### src/rtl/serial_deserializer_if.sv
// Handshake and serial-link bundle between the bitstream source, the deserializer and its consumer.
interface serial_deserializer_if #(
    parameter int WIDTH = 4
);
    logic             start;
    logic             l_r;
    logic             s;
    logic             s_valid;
    logic             q_ready;
    logic             clr_ovr;
    logic [WIDTH-1:0] q;
    logic             q_valid;
    logic             busy;
    logic             frame_err;
    logic             overrun;

    modport master (
        output start, l_r, s, s_valid, q_ready, clr_ovr,
        input  q, q_valid, busy, frame_err, overrun
    );

    modport slave (
        input  start, l_r, s, s_valid, q_ready, clr_ovr,
        output q, q_valid, busy, frame_err, overrun
    );
endinterface

### src/rtl/serial_deserializer.sv
// Rebuilds WIDTH-bit words from a strobed serial bitstream, MSB- or LSB-first per frame.
//   state    | meaning
//   ST_IDLE  | waiting for start; s_valid ignored
//   ST_SHIFT | frame in progress, collecting bits
module serial_deserializer #(
    parameter int WIDTH = 4
) (
    input logic                  clk,
    input logic                  rst_n,
    serial_deserializer_if.slave bus
);
    localparam logic [0:0] ST_IDLE  = 1'b0;
    localparam logic [0:0] ST_SHIFT = 1'b1;
    localparam logic [5:0] CNT_LAST = 6'(WIDTH - 1);

    logic [0:0]       r_state;
    logic             r_dir;
    logic [5:0]       r_cnt;
    logic [WIDTH-1:0] r_sr;
    logic [WIDTH-1:0] r_q;
    logic             r_q_valid;
    logic             r_frame_err;
    logic             r_overrun;

    logic             w_dir;
    logic [WIDTH-1:0] w_base;
    logic [WIDTH-1:0] w_shift;
    logic             w_done;
    logic             w_slot_free;

    // A start cycle shifts from a cleared register using the new direction.
    always_comb begin
        w_dir       = bus.start ? bus.l_r : r_dir;
        w_base      = bus.start ? '0 : r_sr;
        w_shift     = w_dir ? {w_base[WIDTH-2:0], bus.s} : {bus.s, w_base[WIDTH-1:1]};
        w_done      = (r_state == ST_SHIFT) && !bus.start && bus.s_valid && (r_cnt == CNT_LAST);
        w_slot_free = !r_q_valid || bus.q_ready;
    end

    always_ff @(posedge clk or negedge rst_n) begin
        if (!rst_n) begin
            r_state     <= ST_IDLE;
            r_dir       <= 1'b0;
            r_cnt       <= 6'd0;
            r_sr        <= '0;
            r_q         <= '0;
            r_q_valid   <= 1'b0;
            r_frame_err <= 1'b0;
            r_overrun   <= 1'b0;
        end else begin
            r_frame_err <= bus.start && (r_state == ST_SHIFT);

            if (bus.start) begin
                r_state <= ST_SHIFT;
                r_dir   <= bus.l_r;
                r_sr    <= bus.s_valid ? w_shift : '0;
                r_cnt   <= bus.s_valid ? 6'd1 : 6'd0;
            end else if ((r_state == ST_SHIFT) && bus.s_valid) begin
                r_sr <= w_shift;
                if (w_done) begin
                    r_state <= ST_IDLE;
                    r_cnt   <= 6'd0;
                end else begin
                    r_cnt <= r_cnt + 6'd1;
                end
            end

            if (w_done && w_slot_free) begin
                r_q       <= w_shift;
                r_q_valid <= 1'b1;
            end else if (r_q_valid && bus.q_ready) begin
                r_q_valid <= 1'b0;
            end

            // A drop in the same cycle as a clear leaves the flag set.
            if (w_done && !w_slot_free) begin
                r_overrun <= 1'b1;
            end else if (bus.clr_ovr) begin
                r_overrun <= 1'b0;
            end
        end
    end

    assign bus.q         = r_q;
    assign bus.q_valid   = r_q_valid;
    assign bus.busy      = (r_state == ST_SHIFT);
    assign bus.frame_err = r_frame_err;
    assign bus.overrun   = r_overrun;
endmodule

### src/flat_wrapper.sv
// flat-port wrapper written by rule: the top's interface ports become plain ports
module serial_deserializer_flat 
#(
    parameter int WIDTH = 4
)
  (clk, rst_n, bus_start, bus_l_r, bus_s, bus_s_valid, bus_q_ready, bus_clr_ovr, bus_q, bus_q_valid, bus_busy, bus_frame_err, bus_overrun);
  serial_deserializer_if #(.WIDTH(WIDTH)) bus_i ();
  input logic clk;
  input logic rst_n;
  input wire logic [$bits(bus_i.start)-1:0] bus_start;
  input wire logic [$bits(bus_i.l_r)-1:0] bus_l_r;
  input wire logic [$bits(bus_i.s)-1:0] bus_s;
  input wire logic [$bits(bus_i.s_valid)-1:0] bus_s_valid;
  input wire logic [$bits(bus_i.q_ready)-1:0] bus_q_ready;
  input wire logic [$bits(bus_i.clr_ovr)-1:0] bus_clr_ovr;
  output wire logic [$bits(bus_i.q)-1:0] bus_q;
  output wire logic [$bits(bus_i.q_valid)-1:0] bus_q_valid;
  output wire logic [$bits(bus_i.busy)-1:0] bus_busy;
  output wire logic [$bits(bus_i.frame_err)-1:0] bus_frame_err;
  output wire logic [$bits(bus_i.overrun)-1:0] bus_overrun;
  assign bus_i.start = bus_start;
  assign bus_i.l_r = bus_l_r;
  assign bus_i.s = bus_s;
  assign bus_i.s_valid = bus_s_valid;
  assign bus_i.q_ready = bus_q_ready;
  assign bus_i.clr_ovr = bus_clr_ovr;
  assign bus_q = bus_i.q;
  assign bus_q_valid = bus_i.q_valid;
  assign bus_busy = bus_i.busy;
  assign bus_frame_err = bus_i.frame_err;
  assign bus_overrun = bus_i.overrun;
  serial_deserializer #(.WIDTH(WIDTH)) u_core (.clk(clk), .rst_n(rst_n), .bus(bus_i));
endmodule
### config.mk
export PLATFORM = sky130hd
export DESIGN_NAME = serial_deserializer_flat
export DESIGN_NICKNAME = d
export VERILOG_FILES = /design/src/rtl/serial_deserializer_if.sv /design/src/rtl/serial_deserializer.sv /design/src/flat_wrapper.sv
export SDC_FILE = /design/constraint.sdc
export NUM_CORES = 1
export LEC_CHECK = 0
export BUFFER_PORTS_ARGS = -buffer_cell sky130_fd_sc_hd__clkbuf_2
export CAP_MARGIN = 25
export CORE_MARGIN = 4
export CORE_UTILIZATION = 48
export DETAILED_ROUTE_END_ITERATION = 8
export HOLD_SLACK_MARGIN = 0.15
export PLACE_DENSITY = 0.74
export REMOVE_ABC_BUFFERS = 1
export SLEW_MARGIN = 20
export SYNTH_ARGS = -nofsm -noshare
export SYNTH_HDL_FRONTEND = slang
export SYNTH_SLANG_ARGS = --single-unit
### constraint.sdc
create_clock -name clk -period 1.6 [get_ports clk]
set_input_delay 0.08 -clock clk [delete_from_list [all_inputs] [get_ports clk]]
set_output_delay 0.08 -clock clk [all_outputs]
set_load 0.005 [all_outputs]
==> flow_summary.json <==
{
  "synth_top_area_cell": "dfrtp_1",
  "hold_slack_ns": 0.171,
  "fin_ws_ns": -0.114,
  "ant_nets": 0,
  "cts_tree": "done",
  "nets": 129,
  "crit_path_end_kind": "register",
  "synthXorXnorAreaFrac_pct": 0,
  "grt_overflow": 0,
  "hold_viol": 0,
  "synthArstFlopShare_pct": 100,
  "synthSimpleGateAreaFrac_pct": 21.1,
  "cts.sinks": 19,
  "cts_buffers": 3,
  "crit_required_ns": 1.80,
  "leakage_nw": 0.551,
  "reg2reg_from": "u_core.r_cnt[3]$_DFFE_PN0P_",
  "tns_ns": -0.357,
  "ios": 16,
  "insertion_delay_ns": 0.30,
  "grt_util_all_layers_pct": 16.4,
  "hold_depth": 3,
  "finClkSkew_ns": 0.00109,
  "syn_area_sq_um": 917,
  "grt_pass1_vias": 783,
  "portBuffers": 15,
  "synth_top_area_share_pct": 51.8,
  "clock_path_buffers": 2,
  "root_buffer": "clkbuf_4",
  "finalSetupViolations": 4,
  "ys.flop_type": "dfrtp_1",
  "fp.dieH_um": 51.7,
  "period_needed_ns": 1.71,
  "fin_area_sq_um": 1160,
  "num_rows": 15,
  "post-route-period-util_pct": 107,
  "synth_compound_area_share_pct": 11.9,
  "startpoint_type": "register",
  "status": "complete, but fails checks",
  "drt_wl_total_mm": 1.93,
  "ys_types": 27,
  "floorplan.initialDensity_pct": 52.0,
  "setup.worst_path.class": "reg2reg",
  "syn_inst": 87,
  "synth_fa_ha_area_share_pct": 1.36,
  "drt_iter0_markers": 7,
  "synth_seq_area_share_pct": 51.8,
  "ff2ff_path_depth": 3,
  "viasPerCell": 5.32,
  "drc_errors": 0,
  "violations": "negative setup slack",
  "grt_pass1_wl_mm": 3.26,
  "hold_class": "in2reg",
  "area_growth_pct": 26.6,
  "worstMarginPinSlew_ns": 0.470,
  "rrSetupSlack_ns": -0.11,
  "drv_slew": 0,
  "syn_area_per_cell_sq_um": 10.5,
  "dp_hpwl_mm": 1.42,
  "yosys-top-cells-area": "dfrtp_1, mux2_2, nand2_1",
  "drive_gt1_share_pct": 30.3,
  "gp_congestion": 0.812,
  "cts_resized": 0,
  "fmax_mhz": 583,
  "crit-reg2reg-capture": "u_core.bus.q[2]$_DFFE_PN0P_",
  "synth-edff-count": 0,
  "grt_max_degree": 20,
  "synth.area.mux_share_pct": 10.5,
  "htreeDepth": 1,
  "cap_violations": 0,
  "die_w_um": 51.7,
  "arrival_ns": 1.91,
  "crit_start": "u_core.r_cnt[3]$_DFFE_PN0P_",
  "clk_pin_slew_ns": 0.10,
  "synth-seq-cells": 19,
  "antenna_cells": 0,
  "power.density_nw_per_um2": 891,
  "placed_area_sq_um": 1080,
  "dr.pass1.iters": 4,
  "relSlewSlack_pct": 68.7,
  "dieArea_sq_um": 2670,
  "synth_top_family_by_area": "simple AND/OR/NAND/NOR gates",
  "vdd_drop_max_mv": 0.684,
  "core-area_sq_um": 1760,
  "antenna_found_initial": 0,
  "synth_warnings": 0,
  "endpoint": "u_core.bus.q[2]$_DFFE_PN0P_",
  "grt_setup_unrepaired": "true",
  "vias": 766,
  "path_max_fanout": 3,
  "avgRoutedWirePerCell_um": 13.4
}
## report_power, final
part | internal (mW) | leakage, nW | switching, mW
clock | 0.0932 | 0.0177 | 0.148
sequential | 0.538 | 0.244 | 0.0361
combinational | 0.112 | 0.290 | 0.107
total | 0.743 | 0.551 | 0.292
## per-layer routing
layer	vias up	GRT usage, %	routed length, um	share of wire [%]
met5	-	0	0	0
li1	378	-	-	-
met3	6	6.30	110	5.7
met1	361	18.9	886	46
met2	21	28.4	909	47
met4	0	4.37	25	1.3
## sequential cells by signal, indices dropped and copies added (netlist names)
signal and flops:
u_core.r_dir 1, u_core.r_cnt 6, u_core.bus.frame_err 1, u_core.bus.overrun 1
u_core.bus.q_valid 1, u_core.bus.q 4, u_core.bus.busy 1, u_core.r_sr 4
## cells in the mapped netlist (2+ instances only)
cell	count
mux2_2	5
and2_1	2
o21ai_0	5
nand3_1	3
inv_1	4
dfrtp_1	19
mux2i_1	4
nor2_1	4
nor3_1	3
nand2b_1	2
a21oi_1	6
nand2_1	11
or3_1	5
## cell usage in the layout (no fill, tap or decap), drive strengths merged
master,synthesis,final
o22a,1,1
o2111ai,1,1
nor2,4,4
o21ai,5,5
buf,1,10
or4,2,2
dlygate4sd3,0,5
nand4b,1,1
nor3,3,3
dfrtp,19,19
a21o,1,1
and2,2,2
a22oi,1,1
mux2i,4,4
clkinv,0,1
nor4b,1,1
a21oi,6,6
nand3,3,3
clkbuf,1,18
nand2b,2,2
or3,5,5
o21a,1,1
inv,4,4
o22ai,1,1
nand2,11,11
ha,1,1
o31ai,1,1
mux2,5,5
## critical path, stage by stage (launching register included)
cell,delay [ns]
dfrtp_1,0.40
or4_4,0.53
nor4b_4,0.31
mux2_2,0.37
## logic make-up after synthesis
logic type      Yosys count
compound gates           18
fa+ha+maj                 1
buf+inv                   6
mux                       9
simple gates             34
flops                    19
## what timing repair did
| action | in CTS | in global routing |
|---|---|---|
| buffers inserted | 0 | 0 |
| hold buffers | 5 | 0 |
| setup endpoints to repair | 4 | 4 |
| endpoints found under the hold margin | 25 | 0 |
## final cells by class
cell class,instances,area (sq um)
tap,25,31.3
clock inverter,1,5.00
timing repair buffer,30,200
sequential,19,475
multi-input combinational,62,412
inverter,4,15.0
clock buffer,3,22.5
fill,149,603
## stage by stage
| stage | setup slack [ns] | total power [mW] | cells | util [%] |
|---|---|---|---|---|
| 2_1_floorplan | -0.150 | 0.682 | 85 | - |
| 3_3_place_gp | -0.0728 | 0.786 | 135 | 61.4 |
| 3_5_place_dp | -0.108 | 0.796 | 135 | 61.4 |
| 4_1_cts | -0.111 | 1.05 | 144 | 65.8 |
| 5_1_grt | -0.165 | 1.11 | 144 | 65.8 |
| 6_report | -0.114 | 1.04 | 144 | 65.8 |
## how the worst min path moves through the flow
| stage | slack, ns | to | start |
|---|---|---|---|
| 3_3_place_gp | 0.05 | u_core.bus.busy$_DFFE_PN0P_ | rst_n |
| 6_report | 0.17 | u_core.r_cnt[3]$_DFFE_PN0P_ | bus_start |
| 5_1_grt | 0.18 | u_core.r_cnt[5]$_DFFE_PN0P_ | bus_start |
| 3_5_place_dp | 0.05 | u_core.bus.busy$_DFFE_PN0P_ | rst_n |
| 4_1_cts | 0.15 | u_core.r_cnt[5]$_DFFE_PN0P_ | bus_start |
| 2_1_floorplan | -0.22 | u_core.bus.busy$_DFFE_PN0P_ | rst_n |
Note: power is estimated with default switching activity, not from simulation.
